$ cat src/rtl/vga_scaled_display.sv
// VGA display: programmable timing, integer upscale, double-buffered
// framebuffer reads (1-clk latency) and a per-frame colour mode.
//
// Ports:
//   clk, rstn           clock, async active-low reset
//   mode[1:0]           colour mode (0 normal, 1 grey, 2 invert, 3 blank)
//   swap_req / swap_ack bank swap request level / one-clk ack pulse
//   bank                bank being displayed (writer owns ~bank)
//   vblank_start        one-clk pulse at start of vertical blank
//   fb_raddr / fb_rdata framebuffer read address / data one clk later
//   rgb, hs, vs         pixel output and active-high syncs (aligned)
//
// Build option: define VGA_TEST_PATTERN_EN to turn mode 3 into
// eight full-scale vertical colour bars across the active width.

module vga_scaled_display #(
  parameter int DW       = 12,
  parameter int AW       = 16,
  parameter int H_LEN    = 200,
  parameter int V_LEN    = 150,
  parameter int SCALE    = 4,
  parameter int CLK_DIV  = 2,
  parameter int H_ACTIVE = 800,
  parameter int H_FP     = 56,
  parameter int H_SYNC   = 120,
  parameter int H_BP     = 64,
  parameter int V_ACTIVE = 600,
  parameter int V_FP     = 37,
  parameter int V_SYNC   = 6,
  parameter int V_BP     = 23
) (
  input  logic          clk,
  input  logic          rstn,
  input  logic [1:0]    mode,
  input  logic          swap_req,
  output logic          swap_ack,
  output logic          bank,
  output logic          vblank_start,
  output logic [AW-1:0] fb_raddr,
  input  logic [DW-1:0] fb_rdata,
  output logic [DW-1:0] rgb,
  output logic          hs,
  output logic          vs
);

  localparam int H_TOTAL = H_ACTIVE + H_FP + H_SYNC + H_BP;
  localparam int V_TOTAL = V_ACTIVE + V_FP + V_SYNC + V_BP;
  localparam int HW  = $clog2(H_TOTAL + 1);
  localparam int VW  = $clog2(V_TOTAL + 1);
  localparam int DVW = $clog2(CLK_DIV);
  localparam int SW  = (SCALE > 1) ? $clog2(SCALE) : 1;
  localparam int CW  = DW / 3;
  localparam int IMG_W = (H_ACTIVE < H_LEN * SCALE) ? H_ACTIVE : H_LEN * SCALE;
  localparam int IMG_H = (V_ACTIVE < V_LEN * SCALE) ? V_ACTIVE : V_LEN * SCALE;

  localparam logic [DVW-1:0] DIV_MAX = DVW'(CLK_DIV - 1);
  localparam logic [HW-1:0]  H_MAX   = HW'(H_TOTAL - 1);
  localparam logic [VW-1:0]  V_MAX   = VW'(V_TOTAL - 1);
  localparam logic [SW-1:0]  S_MAX   = SW'(SCALE - 1);
  localparam logic [AW-1:0]  BANK_SZ = AW'(H_LEN * V_LEN);
  localparam logic [AW-1:0]  ROW_SZ  = AW'(H_LEN);

  if (CLK_DIV < 2) begin : g_bad_div
    $error("vga_scaled_display: CLK_DIV must be >= 2");
  end

  typedef enum logic [1:0] {
    M_NORM  = 2'd0,
    M_GREY  = 2'd1,
    M_INV   = 2'd2,
    M_BLANK = 2'd3
  } mode_e;

  logic [DVW-1:0] div_q, div_d;
  logic           pe;

  logic [HW-1:0]  hcnt_q, hcnt_d;
  logic [VW-1:0]  vcnt_q, vcnt_d;
  logic [SW-1:0]  hsub_q, hsub_d;
  logic [SW-1:0]  vsub_q, vsub_d;
  logic [AW-1:0]  hx_q, hx_d;
  logic [AW-1:0]  row_q, row_d;

  mode_e          mode_q;
  logic           bank_q;
  logic           ack_q;
  logic           vbs_q;
  logic           vb;

  logic [AW-1:0]  raddr_q, raddr_d;
  logic           img1_q, img1_d;
  logic           act1_q, act1_d;
  logic           hs1_q, hs1_d;
  logic           vs1_q, vs1_d;

  logic [DW-1:0]  rgb_q, rgb_d;
  logic           hs_q;
  logic           vs_q;

  logic [CW-1:0]  r_c, g_c, b_c, y_c;
  logic [CW+1:0]  sum_c;
  logic [DW-1:0]  pix_c;

`ifdef VGA_TEST_PATTERN_EN
  localparam int BAR_W = H_ACTIVE / 8;

  logic [2:0] bar1_q, bar1_d;

  function automatic logic [DW-1:0] bar_colour(input logic [2:0] idx);
    logic [2:0] c;
    unique case (idx)
      3'd0:    c = 3'b111;
      3'd1:    c = 3'b110;
      3'd2:    c = 3'b011;
      3'd3:    c = 3'b010;
      3'd4:    c = 3'b101;
      3'd5:    c = 3'b100;
      3'd6:    c = 3'b001;
      default: c = 3'b000;
    endcase
    return DW'({{CW{c[2]}}, {CW{c[1]}}, {CW{c[0]}}});
  endfunction

  // Bar index by threshold compares; avoids a divider on hcnt.
  always_comb begin
    bar1_d = '0;
    for (int k = 1; k < 8; k++) begin
      if (hcnt_q >= HW'(k * BAR_W)) bar1_d = 3'(k);
    end
  end
`endif

  assign pe = (div_q == '0);
  assign div_d = (div_q == DIV_MAX) ? '0 : div_q + DVW'(1);

  assign vb = pe && (hcnt_q == '0) && (vcnt_q == VW'(V_ACTIVE));

  // Raster counters plus scaled source position. Sub-counters only
  // run inside the image so hx/row_base stay within one bank.
  always_comb begin
    hcnt_d = hcnt_q;
    vcnt_d = vcnt_q;
    hsub_d = hsub_q;
    vsub_d = vsub_q;
    hx_d   = hx_q;
    row_d  = row_q;
    if (pe) begin
      if (hcnt_q == H_MAX) begin
        hcnt_d = '0;
        hsub_d = '0;
        hx_d   = '0;
        if (vcnt_q == V_MAX) begin
          vcnt_d = '0;
          vsub_d = '0;
          row_d  = '0;
        end else begin
          vcnt_d = vcnt_q + VW'(1);
          if (vcnt_q < VW'(IMG_H - 1)) begin
            if (vsub_q == S_MAX) begin
              vsub_d = '0;
              row_d  = row_q + ROW_SZ;
            end else begin
              vsub_d = vsub_q + SW'(1);
            end
          end
        end
      end else begin
        hcnt_d = hcnt_q + HW'(1);
        if (hcnt_q < HW'(IMG_W - 1)) begin
          if (hsub_q == S_MAX) begin
            hsub_d = '0;
            hx_d   = hx_q + AW'(1);
          end else begin
            hsub_d = hsub_q + SW'(1);
          end
        end
      end
    end
  end

  always_comb begin
    raddr_d = (bank_q ? BANK_SZ : '0) + row_q + hx_q;
    img1_d  = (hcnt_q < HW'(IMG_W)) && (vcnt_q < VW'(IMG_H));
    act1_d  = (hcnt_q < HW'(H_ACTIVE)) && (vcnt_q < VW'(V_ACTIVE));
    hs1_d   = (hcnt_q >= HW'(H_ACTIVE + H_FP)) &&
              (hcnt_q <  HW'(H_ACTIVE + H_FP + H_SYNC));
    vs1_d   = (vcnt_q >= VW'(V_ACTIVE + V_FP)) &&
              (vcnt_q <  VW'(V_ACTIVE + V_FP + V_SYNC));
  end

  always_comb begin
    r_c   = fb_rdata[3*CW-1 -: CW];
    g_c   = fb_rdata[2*CW-1 -: CW];
    b_c   = fb_rdata[CW-1:0];
    sum_c = {2'b00, r_c} + {1'b0, g_c, 1'b0} + {2'b00, b_c};
    y_c   = sum_c[CW+1:2];
    pix_c = '0;
    unique case (mode_q)
      M_NORM:  pix_c = fb_rdata;
      M_GREY:  pix_c = DW'({y_c, y_c, y_c});
      M_INV:   pix_c = ~fb_rdata;
      M_BLANK: pix_c = '0;
      default: pix_c = '0;
    endcase
    rgb_d = (act1_q && img1_q) ? pix_c : '0;
`ifdef VGA_TEST_PATTERN_EN
    if (mode_q == M_BLANK) begin
      rgb_d = act1_q ? bar_colour(bar1_q) : '0;
    end
`endif
  end

  always_ff @(posedge clk or negedge rstn) begin
    if (!rstn) begin
      div_q   <= '0;
      hcnt_q  <= '0;
      vcnt_q  <= '0;
      hsub_q  <= '0;
      vsub_q  <= '0;
      hx_q    <= '0;
      row_q   <= '0;
      mode_q  <= M_NORM;
      bank_q  <= 1'b0;
      ack_q   <= 1'b0;
      vbs_q   <= 1'b0;
      raddr_q <= '0;
      img1_q  <= 1'b0;
      act1_q  <= 1'b0;
      hs1_q   <= 1'b0;
      vs1_q   <= 1'b0;
      rgb_q   <= '0;
      hs_q    <= 1'b0;
      vs_q    <= 1'b0;
`ifdef VGA_TEST_PATTERN_EN
      bar1_q  <= '0;
`endif
    end else begin
      div_q  <= div_d;
      hcnt_q <= hcnt_d;
      vcnt_q <= vcnt_d;
      hsub_q <= hsub_d;
      vsub_q <= vsub_d;
      hx_q   <= hx_d;
      row_q  <= row_d;
      vbs_q  <= vb;
      ack_q  <= vb && swap_req;
      if (vb) begin
        mode_q <= mode_e'(mode);
        if (swap_req) bank_q <= ~bank_q;
      end
      if (pe) begin
        raddr_q <= raddr_d;
        img1_q  <= img1_d;
        act1_q  <= act1_d;
        hs1_q   <= hs1_d;
        vs1_q   <= vs1_d;
        rgb_q   <= rgb_d;
        hs_q    <= hs1_q;
        vs_q    <= vs1_q;
`ifdef VGA_TEST_PATTERN_EN
        bar1_q  <= bar1_d;
`endif
      end
    end
  end

  assign swap_ack     = ack_q;
  assign bank         = bank_q;
  assign vblank_start = vbs_q;
  assign fb_raddr     = raddr_q;
  assign rgb          = rgb_q;
  assign hs           = hs_q;
  assign vs           = vs_q;

endmodule

$ cat config.mk
export PLATFORM = sky130hd
export DESIGN_NAME = vga_scaled_display
export DESIGN_NICKNAME = d
export VERILOG_FILES = /design/src/rtl/vga_scaled_display.sv
export SDC_FILE = /design/constraint.sdc
export NUM_CORES = 1
export LEC_CHECK = 0
export ABC_AREA = 1
export BUFFER_PORTS_ARGS = -buffer_cell sky130_fd_sc_hd__clkbuf_2
export CAP_MARGIN = 20
export CORE_UTILIZATION = 25
export CTS_CLUSTER_DIAMETER = 100
export CTS_CLUSTER_SIZE = 14
export DETAILED_ROUTE_END_ITERATION = 7
export GPL_TIMING_DRIVEN = 0
export PLACE_DENSITY = 0.47
export SETUP_SLACK_MARGIN = 0.4
export SLEW_MARGIN = 20
export SYNTH_ARGS = -nofsm -noshare
export SYNTH_HDL_FRONTEND = slang
export SYNTH_SLANG_ARGS = --single-unit
$ cat constraint.sdc
create_clock -name clk -period 3.15 [get_ports clk]
set_input_delay 0.4725 -clock clk [delete_from_list [all_inputs] [get_ports clk]]
set_output_delay 0.4725 -clock clk [all_outputs]
set_load 0.01 [all_outputs]
# Word level (Yosys, flattened, before mapping)
# Index checks and enable logic that the tools add are counted.
[totals]
register_bits = 96
input_bits = 17
output_inout_bits = 33
wordCells = 84
[op_classes]
addsub = 11
n_lt_le_gt_ge = 8
eq_ne = 8
mux = 18
n_bitwise = 3
reduce_logical = 18
[op_table]
columns = ["cell", "n"]
rows = [
  ["$mux 16", 6],
  ["$pmux 12 s4", 1],
  ["$lt 11x10->1 const B", 3],
  ["$lt 10x10->1 const B", 3],
  ["$eq 10x10->1 const B", 2],
  ["$add 15x16->16", 1],
  ["$add 16x1->16 const B", 1],
  ["$add 16x16->16", 1],
  ["$add 16x8->16 const B", 1],
  ["$mux 15", 1],
  ["$mux 12", 1],
  ["$mux 2", 6],
  ["$not 12->12", 1],
  ["$add 11x1->11 const B", 1],
  ["$eq 11x11->1 const B", 1],
  ["$ge 11x10->1 const B", 1],
  ["$logic_not 11->1", 1],
  ["$mux 11", 1],
  ["$add 10x1->10 const B", 1],
  ["$ge 10x10->1 const B", 1],
  ["$mux 10", 1],
  ["$eq 2x2->1 const B", 4],
  ["$reduce_bool 2->1", 4],
  ["$add 4x5->6", 1],
  ["11 further kinds", 21],
]

# Logic depth before layout (Yosys ltp)
# Gate-level depths: netlist of run 1.
[depth]
ltp_word = 4
ltp_mapped = 14
ltp_nobuf = 13

# Worst setup path after synthesis of run 1
# Ideal clock, no wire load.
[synth_timing]
path_kind = "reg2reg"
from = "reg bank_q (netlist: bank)"
to = "reg raddr_q[14] (netlist: fb_raddr[14])"
setup_time_ps = 118
t_arrival_ps = 2233
t_required_ps = 3032
path_slack_ps = 799
path_stages_with_launch = 14
path_buffers = 0
synth_period_minus_slack_ps = 2351
cell_sequence = "dfrtp_1 inv_1 fa_1 inv_1 ha_1 nand2_1 nor2_1 inv_1 nor2_1 nand2_1 nand3_1 nand2_1 nand3_1 nand2_1"
[synth_via]
elab_chain_cells = 3
[synth_rtl]
columns = ["item", "line", "text"]
rows = [
  ["start: declaration", "85", "logic bank_q;"],
  ["start signal: assignment", "249", "if (swap_req) bank_q <= ~bank_q;"],
  ["$mux 15", "182", "raddr_d = (bank_q ? BANK_SZ : '0) + row_q + hx_q;"],
  ["$add 15x16->16", "182", ""],
  ["$add 16x16->16", "182", ""],
  ["end signal: assignment", "252", "raddr_q <= raddr_d;"],
  ["end: declaration", "90", "logic [AW-1:0] raddr_q, raddr_d;"],
]
# No other way between the ends.
# A chain may end at the register's enable or synchronous reset.

# Worst setup path in the final report of run 1
[layout_timing]
from = "reg bank_q (netlist: bank)"
to = "reg raddr_q[15] (netlist: fb_raddr[15])"
# The elaborated chain is that of the path after synthesis.

==> results.yml, run 1 <==
logic_synthesis:
  synth_top_area_frac: 0.356
  ys_warn_count: 0
  synth_area_mm2: 0.00654
  synthArstFlopShare: 1.00
  yosys-top-cells-count: "277 x nand2_1, 107 x inv_1, 93 x dfrtp_1"
  syn_nets: 958
  seq_area_frac_synth: 0.356
  synth_edf_count: 0
  synth_top_cell_by_area: "dfrtp_1"
  synthFlopType: "dfrtp_1"
  yosys.cell_count.top_type: "nand2_1"
  synth_seq_cells: 93
  synthDistinctLibCells: 43
  ys_top_cells_by_area: "dfrtp_1 36%, nand2_1 16%, nand3_1 6.4%"
  syn_inst: 899
  syn_avg_cell_area_um2: 7.27
clocking:
  cts_tree: "built"
  cts_buffer_depth: 2
  cts.clk_slew.worst_paths_ps: 70
  cts.hold.buffers_added: 0
  cts-root-buf: "clkbuf_16"
  numCtsBuffers: 9
  cts.htree.levels: 3
  worst_skew_pair.late_latency_ps: 370
  cts.sinks: 93
final_layout:
  diodes: 0
  design_area_mm2: 0.00756
  drive_gt1_frac: 0.152
  nets: 1021
  post-route-util: 0.298
  fin_cells: 1296
  syn_to_final_growth_pct: 15.6
power_and_ir_drop:
  power.net_switching_uw: 600
  p_seq_frac: 0.483
  p_leak_uw: 0.00391
  power-per-cell-area_mw_per_mm2: 327
  p_comb_frac: 0.039
  intPower_uw: 1870
  peakVddDrop_mv: 0.183
  clock_power_share: 0.477
  p_total_uw: 2470
  swShare: 0.242
setup_path:
  worstPathCellList: "clkinvlp_4, fa_1, inv_1, ha_1, nand2_1, nor2_1, and2_1, nand2_1, nand3_1, nand2_1, nand3_1, nand2_1"
  regToRegSetupSlack_ps: 700
  cp_max_fo: 5
  max_stage_delay_ps: 570
  reg2reg_to: "fb_raddr[15]"
  cp_common_cell: "nand2_1"
  cp.arrival_ps: 2690
  cp-startpoint: "bank"
  rr_startpoint: "bank"
  rr_worst_depth: 12
  critical_path_class: "reg -> reg"
  startpoint_type: "flip-flop"
  crit_path_end_kind: "flip-flop"
  required_ps: 3390
  crit_path_top_delay_cell: "fa_1"
placement:
  hpwl_mm: 13.4
  placed_area_mm2: 0.00723
  gp_congestion: 0.823
  io_buffers: 49
  dp_cells: 1279
global_route:
  grt_pass1_wl_mm: 28.6
  grt_max_degree: 52
  grt_pass1_vias: 5534
  antenna_found_initial: 0
  gr-total-overflow: 0
  grt_use_total: 0.137
timing:
  fmax_ghz: 0.408
  relSlewSlack: 0.553
  finalMaxSlewViolations: 0
  setup_viol: 0
  rsz0062_at_grt: "false"
  tightestPinTransition_ps: 671
  min_period_over_period: 0.779
  hold_violations: 0
  finalSetupTns_ps: 0
  finalCriticalPeriod_ps: 2450
  skew_ps: 15.0
hold_path:
  hold_path_class: "in -> async"
routing:
  drt_iter0_markers: 258
  drc: 0
  vias: 5639
  wl_per_cell_um: 13.3
  first_pass_iters: 4
  routed_wl_mm: 17.2
  drt.antenna.violating_nets: 0
  via_per_inst: 4.35
floorplan:
  io_pins: 50
  die_w_um: 164
  die_area_mm2: 0.0268
  start_util: 0.257
  die_y_um: 164
  rows: 58
  core_mm2: 0.0254
run:
  max_cap_viol_count: 0
status:
  status: "complete, no violations"
layout by cell type, fill, tap and decap left out, types with 2 or more instances in the layout:
| cell type | Yosys | routed |
|---|---|---|
| or2_2 | 10 | 10 |
| clkbuf_2 | 0 | 49 |
| buf_12 | 2 | 2 |
| nand2_2 | 15 | 15 |
| fa_1 | 11 | 11 |
| nor2_2 | 3 | 3 |
| buf_2 | 2 | 2 |
| clkbuf_16 | 0 | 9 |
| o21ai_1 | 8 | 8 |
| xnor2_1 | 3 | 3 |
| nor2_4 | 2 | 2 |
| dfrtp_1 | 93 | 92 |
| clkbuf_8 | 0 | 2 |
| a21oi_1 | 16 | 16 |
| inv_2 | 10 | 10 |
| o21ai_0 | 39 | 39 |
| buf_4 | 0 | 2 |
| clkbuf_1 | 9 | 8 |
| o211ai_1 | 3 | 3 |
| o31ai_1 | 2 | 2 |
| xor2_1 | 16 | 16 |
| buf_6 | 2 | 2 |
| nand4_1 | 14 | 14 |
| nor3_1 | 14 | 14 |
| o21ai_2 | 22 | 22 |
| nand3_4 | 3 | 3 |
| and2_1 | 2 | 2 |
| nor2_1 | 79 | 79 |
| ha_1 | 31 | 31 |
| clkinv_4 | 1 | 3 |
| inv_1 | 107 | 106 |
| nand3_1 | 83 | 83 |
| nand3b_1 | 7 | 7 |
| nand2_1 | 277 | 277 |
final cells by class:
class | instances | area, µm²
Buffer | 16 | 111
Fill cell | 2814 | 17800
Tap cell | 330 | 413
Sequential cell | 93 | 2330
Clock inverter | 5 | 67.6
Inverter | 120 | 462
Multi-Input combinational cell | 670 | 3640
Clock buffer | 10 | 239
Timing Repair Buffer | 52 | 297
how the worst max path moves through the flow:
stage | end | cells after the start
5_1_grt | fb_raddr[15] | 12
6_report | fb_raddr[15] | 12
3_5_place_dp | fb_raddr[14] | 13
3_3_place_gp | hcnt_q[7] | 1
2_1_floorplan | fb_raddr[14] | 13
4_1_cts | fb_raddr[14] | 13
cells by family (layout without fill, tap and decap cells):
| group | Yosys count | after routing | synth area share |
|---|---|---|---|
| compound gates | 95 | 95 | 0.0890 |
| xor+xnor | 19 | 19 | 0.0254 |
| fa+ha+maj | 42 | 42 | 0.0930 |
| buf+inv | 136 | 203 | 0.0869 |
| flops | 93 | 93 | 0.356 |
| other cells | 1 | 1 | 0.000573 |
| simple gates | 513 | 513 | 0.349 |
worst max-delay path, delay by kind of cell, from the launching register on:
family,cells,cell delay (ps)
buffers and inverters,2,240
flip-flops,1,400
AND/OR/NAND/NOR,8,750
adder cells (fa/ha/maj),2,930
power groups by stage:
stage                     Sequential (µW)  Clock, µW  Combinational [µW]
after global routing                 1200       1260                 115
after floorplan                      1220          0                40.6
after global placement               1220          0                94.7
after CTS                            1200       1230                 101
after detailed placement             1220          0                 101
final                                1200       1180                97.1
routing by layer:
| metal | global-route usage | share of wire | vias to the layer above |
|---|---|---|---|
| li1 | - | - | 2992 |
| met1 | 0.178 | 0.49 | 2558 |
| met2 | 0.226 | 0.46 | 81 |
| met3 | 0.0288 | 0.040 | 8 |
| met4 | 0.0459 | 0.010 | 0 |
| met5 | 0 | 0 | - |
sequential cells by signal, indices dropped and copies added (netlist names), 2 cells and up:
register,flops
rgb,12
hsub_q,2
fb_raddr,16
vcnt_q,10
mode_q,2
hx_q,16
vsub_q,2
hcnt_q,11
row_q,13
metrics by stage:
| stage | hold slack, ps | setup WS (ps) |
|---|---|---|
| after floorplan | 177 | 799 |
| after global placement | 461 | 207 |
| after detailed placement | 440 | 367 |
| after CTS | 48.0 | 522 |
| after global routing | 71.2 | 450 |
| final | 42.3 | 696 |
what timing repair did:
action                     CTS  global route
setup endpoints to repair    2             4
gates resized for setup      1             3
buffers inserted             0             2
No activity file was read; power rests on OpenSTA's default activity.
==> run 2: changes to the inputs <==
--- a/config.mk
+++ b/config.mk
@@ -13,7 +13,7 @@
 export CTS_CLUSTER_SIZE = 14
 export DETAILED_ROUTE_END_ITERATION = 7
 export GPL_TIMING_DRIVEN = 0
-export PLACE_DENSITY = 0.47
+export PLACE_DENSITY = 0.48
 export SETUP_SLACK_MARGIN = 0.4
 export SLEW_MARGIN = 20
 export SYNTH_ARGS = -nofsm -noshare
==> constraint.sdc (replaced) <==
create_clock -name clk -period 2.1 [get_ports clk]
set_input_delay 0.315 -clock clk [delete_from_list [all_inputs] [get_ports clk]]
set_output_delay 0.315 -clock clk [all_outputs]
set_load 0.01 [all_outputs]
==> results.yml, run 2 (synthesis results as in run 1) <==
status:
  status: "finished, violations left"
  violations: "setup timing"
timing:
  skew_ps: 10.2
  setup_ws_ps: -68.1
  relSlewSlack: 0.509
  min_period_over_period: 1.03
  finalMaxSlewViolations: 0
  setup_viol: 5
  finalSetupTns_ps: -204
  rsz0062_at_grt: "true"
  tightestPinTransition_ps: 737
  finalCriticalPeriod_ps: 2170
  fmax_ghz: 0.461
  hold_violations: 0
routing:
  drt_iter0_markers: 362
  wl_per_cell_um: 14.1
  drc: 0
  first_pass_iters: 5
  via_per_inst: 4.51
  vias: 6114
  drt.antenna.violating_nets: 0
  routed_wl_mm: 19.2
placement:
  io_buffers: 49
  dp_slack_ps: -244
  gp_congestion: 0.846
  hpwl_mm: 13.6
final_layout:
  regArea_mm2: 0.00234
  layout_commonest_cell: "nand2_1"
  multi_input_area_mm2: 0.00435
  layout_common_cells: "233 x nand2_1, 86 x inv_1, 82 x dfrtp_1"
  diodes: 0
  nets: 1080
  fillers: 2656
  syn_to_final_growth_pct: 36.6
  drive_gt1_frac: 0.328
global_route:
  grt_max_degree: 81
  grt_pass1_wl_mm: 30.3
  gr-total-overflow: 0
  grt_pass1_vias: 5837
  antenna_found_initial: 0
  grt_use_total: 0.144
setup_path:
  max_stage_delay_ps: 490
  cp_max_fo: 4
  path_buf_inv: 1
  required_ps: 2350
  startpoint_type: "flip-flop"
  cp.arrival_ps: 2410
  cp_top_family: "adder cells"
  crit_path_top_delay_cell: "fa_1"
  crit_path_end_kind: "flip-flop"
  critical_path_class: "reg -> reg"
  worstPathCellList: "buf_6, fa_1, ha_4, nand2_1, nor2_4, and2_1, nand2_1, nand3_1, nand2_1, nand3_2, nand2_1"
  cp_common_cell: "nand2_1"
clocking:
  cts.clk_slew.worst_paths_ps: 70
  cts-root-buf: "clkbuf_16"
  worst_skew_pair.late_latency_ps: 360
  cts_tree: "built"
  cts_buffer_depth: 2
  numCtsBuffers: 9
  cts.sinks: 93
  cts.htree.levels: 3
power_and_ir_drop:
  power-per-cell-area_mw_per_mm2: 412
  peakVddDrop_mv: 0.327
  clock_power_share: 0.439
  intPower_uw: 2760
  power.net_switching_uw: 922
  p_leak_uw: 0.00440
  swShare: 0.251
  p_comb_frac: 0.074
  p_seq_frac: 0.487
floorplan:
  io_pins: 50
  core_mm2: 0.0254
  die_y_um: 164
  rows: 58
  start_util: 0.257
  die_w_um: 164
  die_area_mm2: 0.0268
hold_path:
  hold_path_class: "in -> reg"
run:
  max_cap_viol_count: 0
-- run 2: area by class of cell --
type / instances / share of cell area
plain buffers: 16 / 0.0167
clock buffers: 10 / 0.0268
clock inverters: 6 / 0.00490
inverters: 120 / 0.0546
multi-input cells: 671 / 0.486
flip-flops and latches: 93 / 0.262
well taps: 330 / 0.0462
repair buffers: 110 / 0.102
-- run 2: repair_timing --
action | in CTS | in global routing
endpoints found under the hold margin | 13 | 0
hold buffers | 1 | 0
pin swaps | 30 | 49
setup buffers | 19 | 36
resized for setup | 58 | 146
gates cloned | 0 | 5
endpoints found under the setup margin | 68 | 68
-- run 2: final timing paths --
path | startpoint | to | slack (ps) | cells past startpoint
setup / recovery | bank | fb_raddr[15] | -70 | 11
hold reg to reg | fb_raddr[15] | fb_raddr[15] | 480 | 2
hold / removal | mode[0] | mode_q[0] | 170 | 3
min in group asynchronous | rstn | hx_q[12] | 360 | 2
max in group asynchronous | rstn | row_q[5] | 1090 | 3
setup reg to reg | bank | fb_raddr[15] | -70 | 11
-- run 2: tightest hold or removal path, stage by stage --
cell and delay [ps]:
clkbuf_2 90, nand2_2 40, o21ai_1 50
-- run 2: layer usage --
metal,GRT usage,vias up,share of wire
met1,0.191,2881,0.48
met2,0.242,98,0.48
met3,0.0258,13,0.028
met5,0,-,0
met4,0.0337,0,0.010
li1,-,3122,-
-- run 2: metrics by stage --
stage           util  instance area, µm²  std cells  total power, µW  hold WS [ps]
4_1_cts        0.315                8010       1315             3700           161
2_1_floorplan      -                6680        899             1930          19.4
6_report       0.352                8930       1356             3680           172
3_3_place_gp   0.289                7340       1278             2010           466
5_1_grt        0.352                8930       1356             3850           171
3_5_place_dp   0.290                7380       1279             2020           182
-- run 2: power groups by stage --
stage,registers [µW],logic [µW],clock network (µW)
after floorplan,1830,95.4,0
after global placement,1830,180,0
after detailed placement,1830,189,0
after CTS,1790,219,1690
after global routing,1790,302,1750
final,1790,273,1610
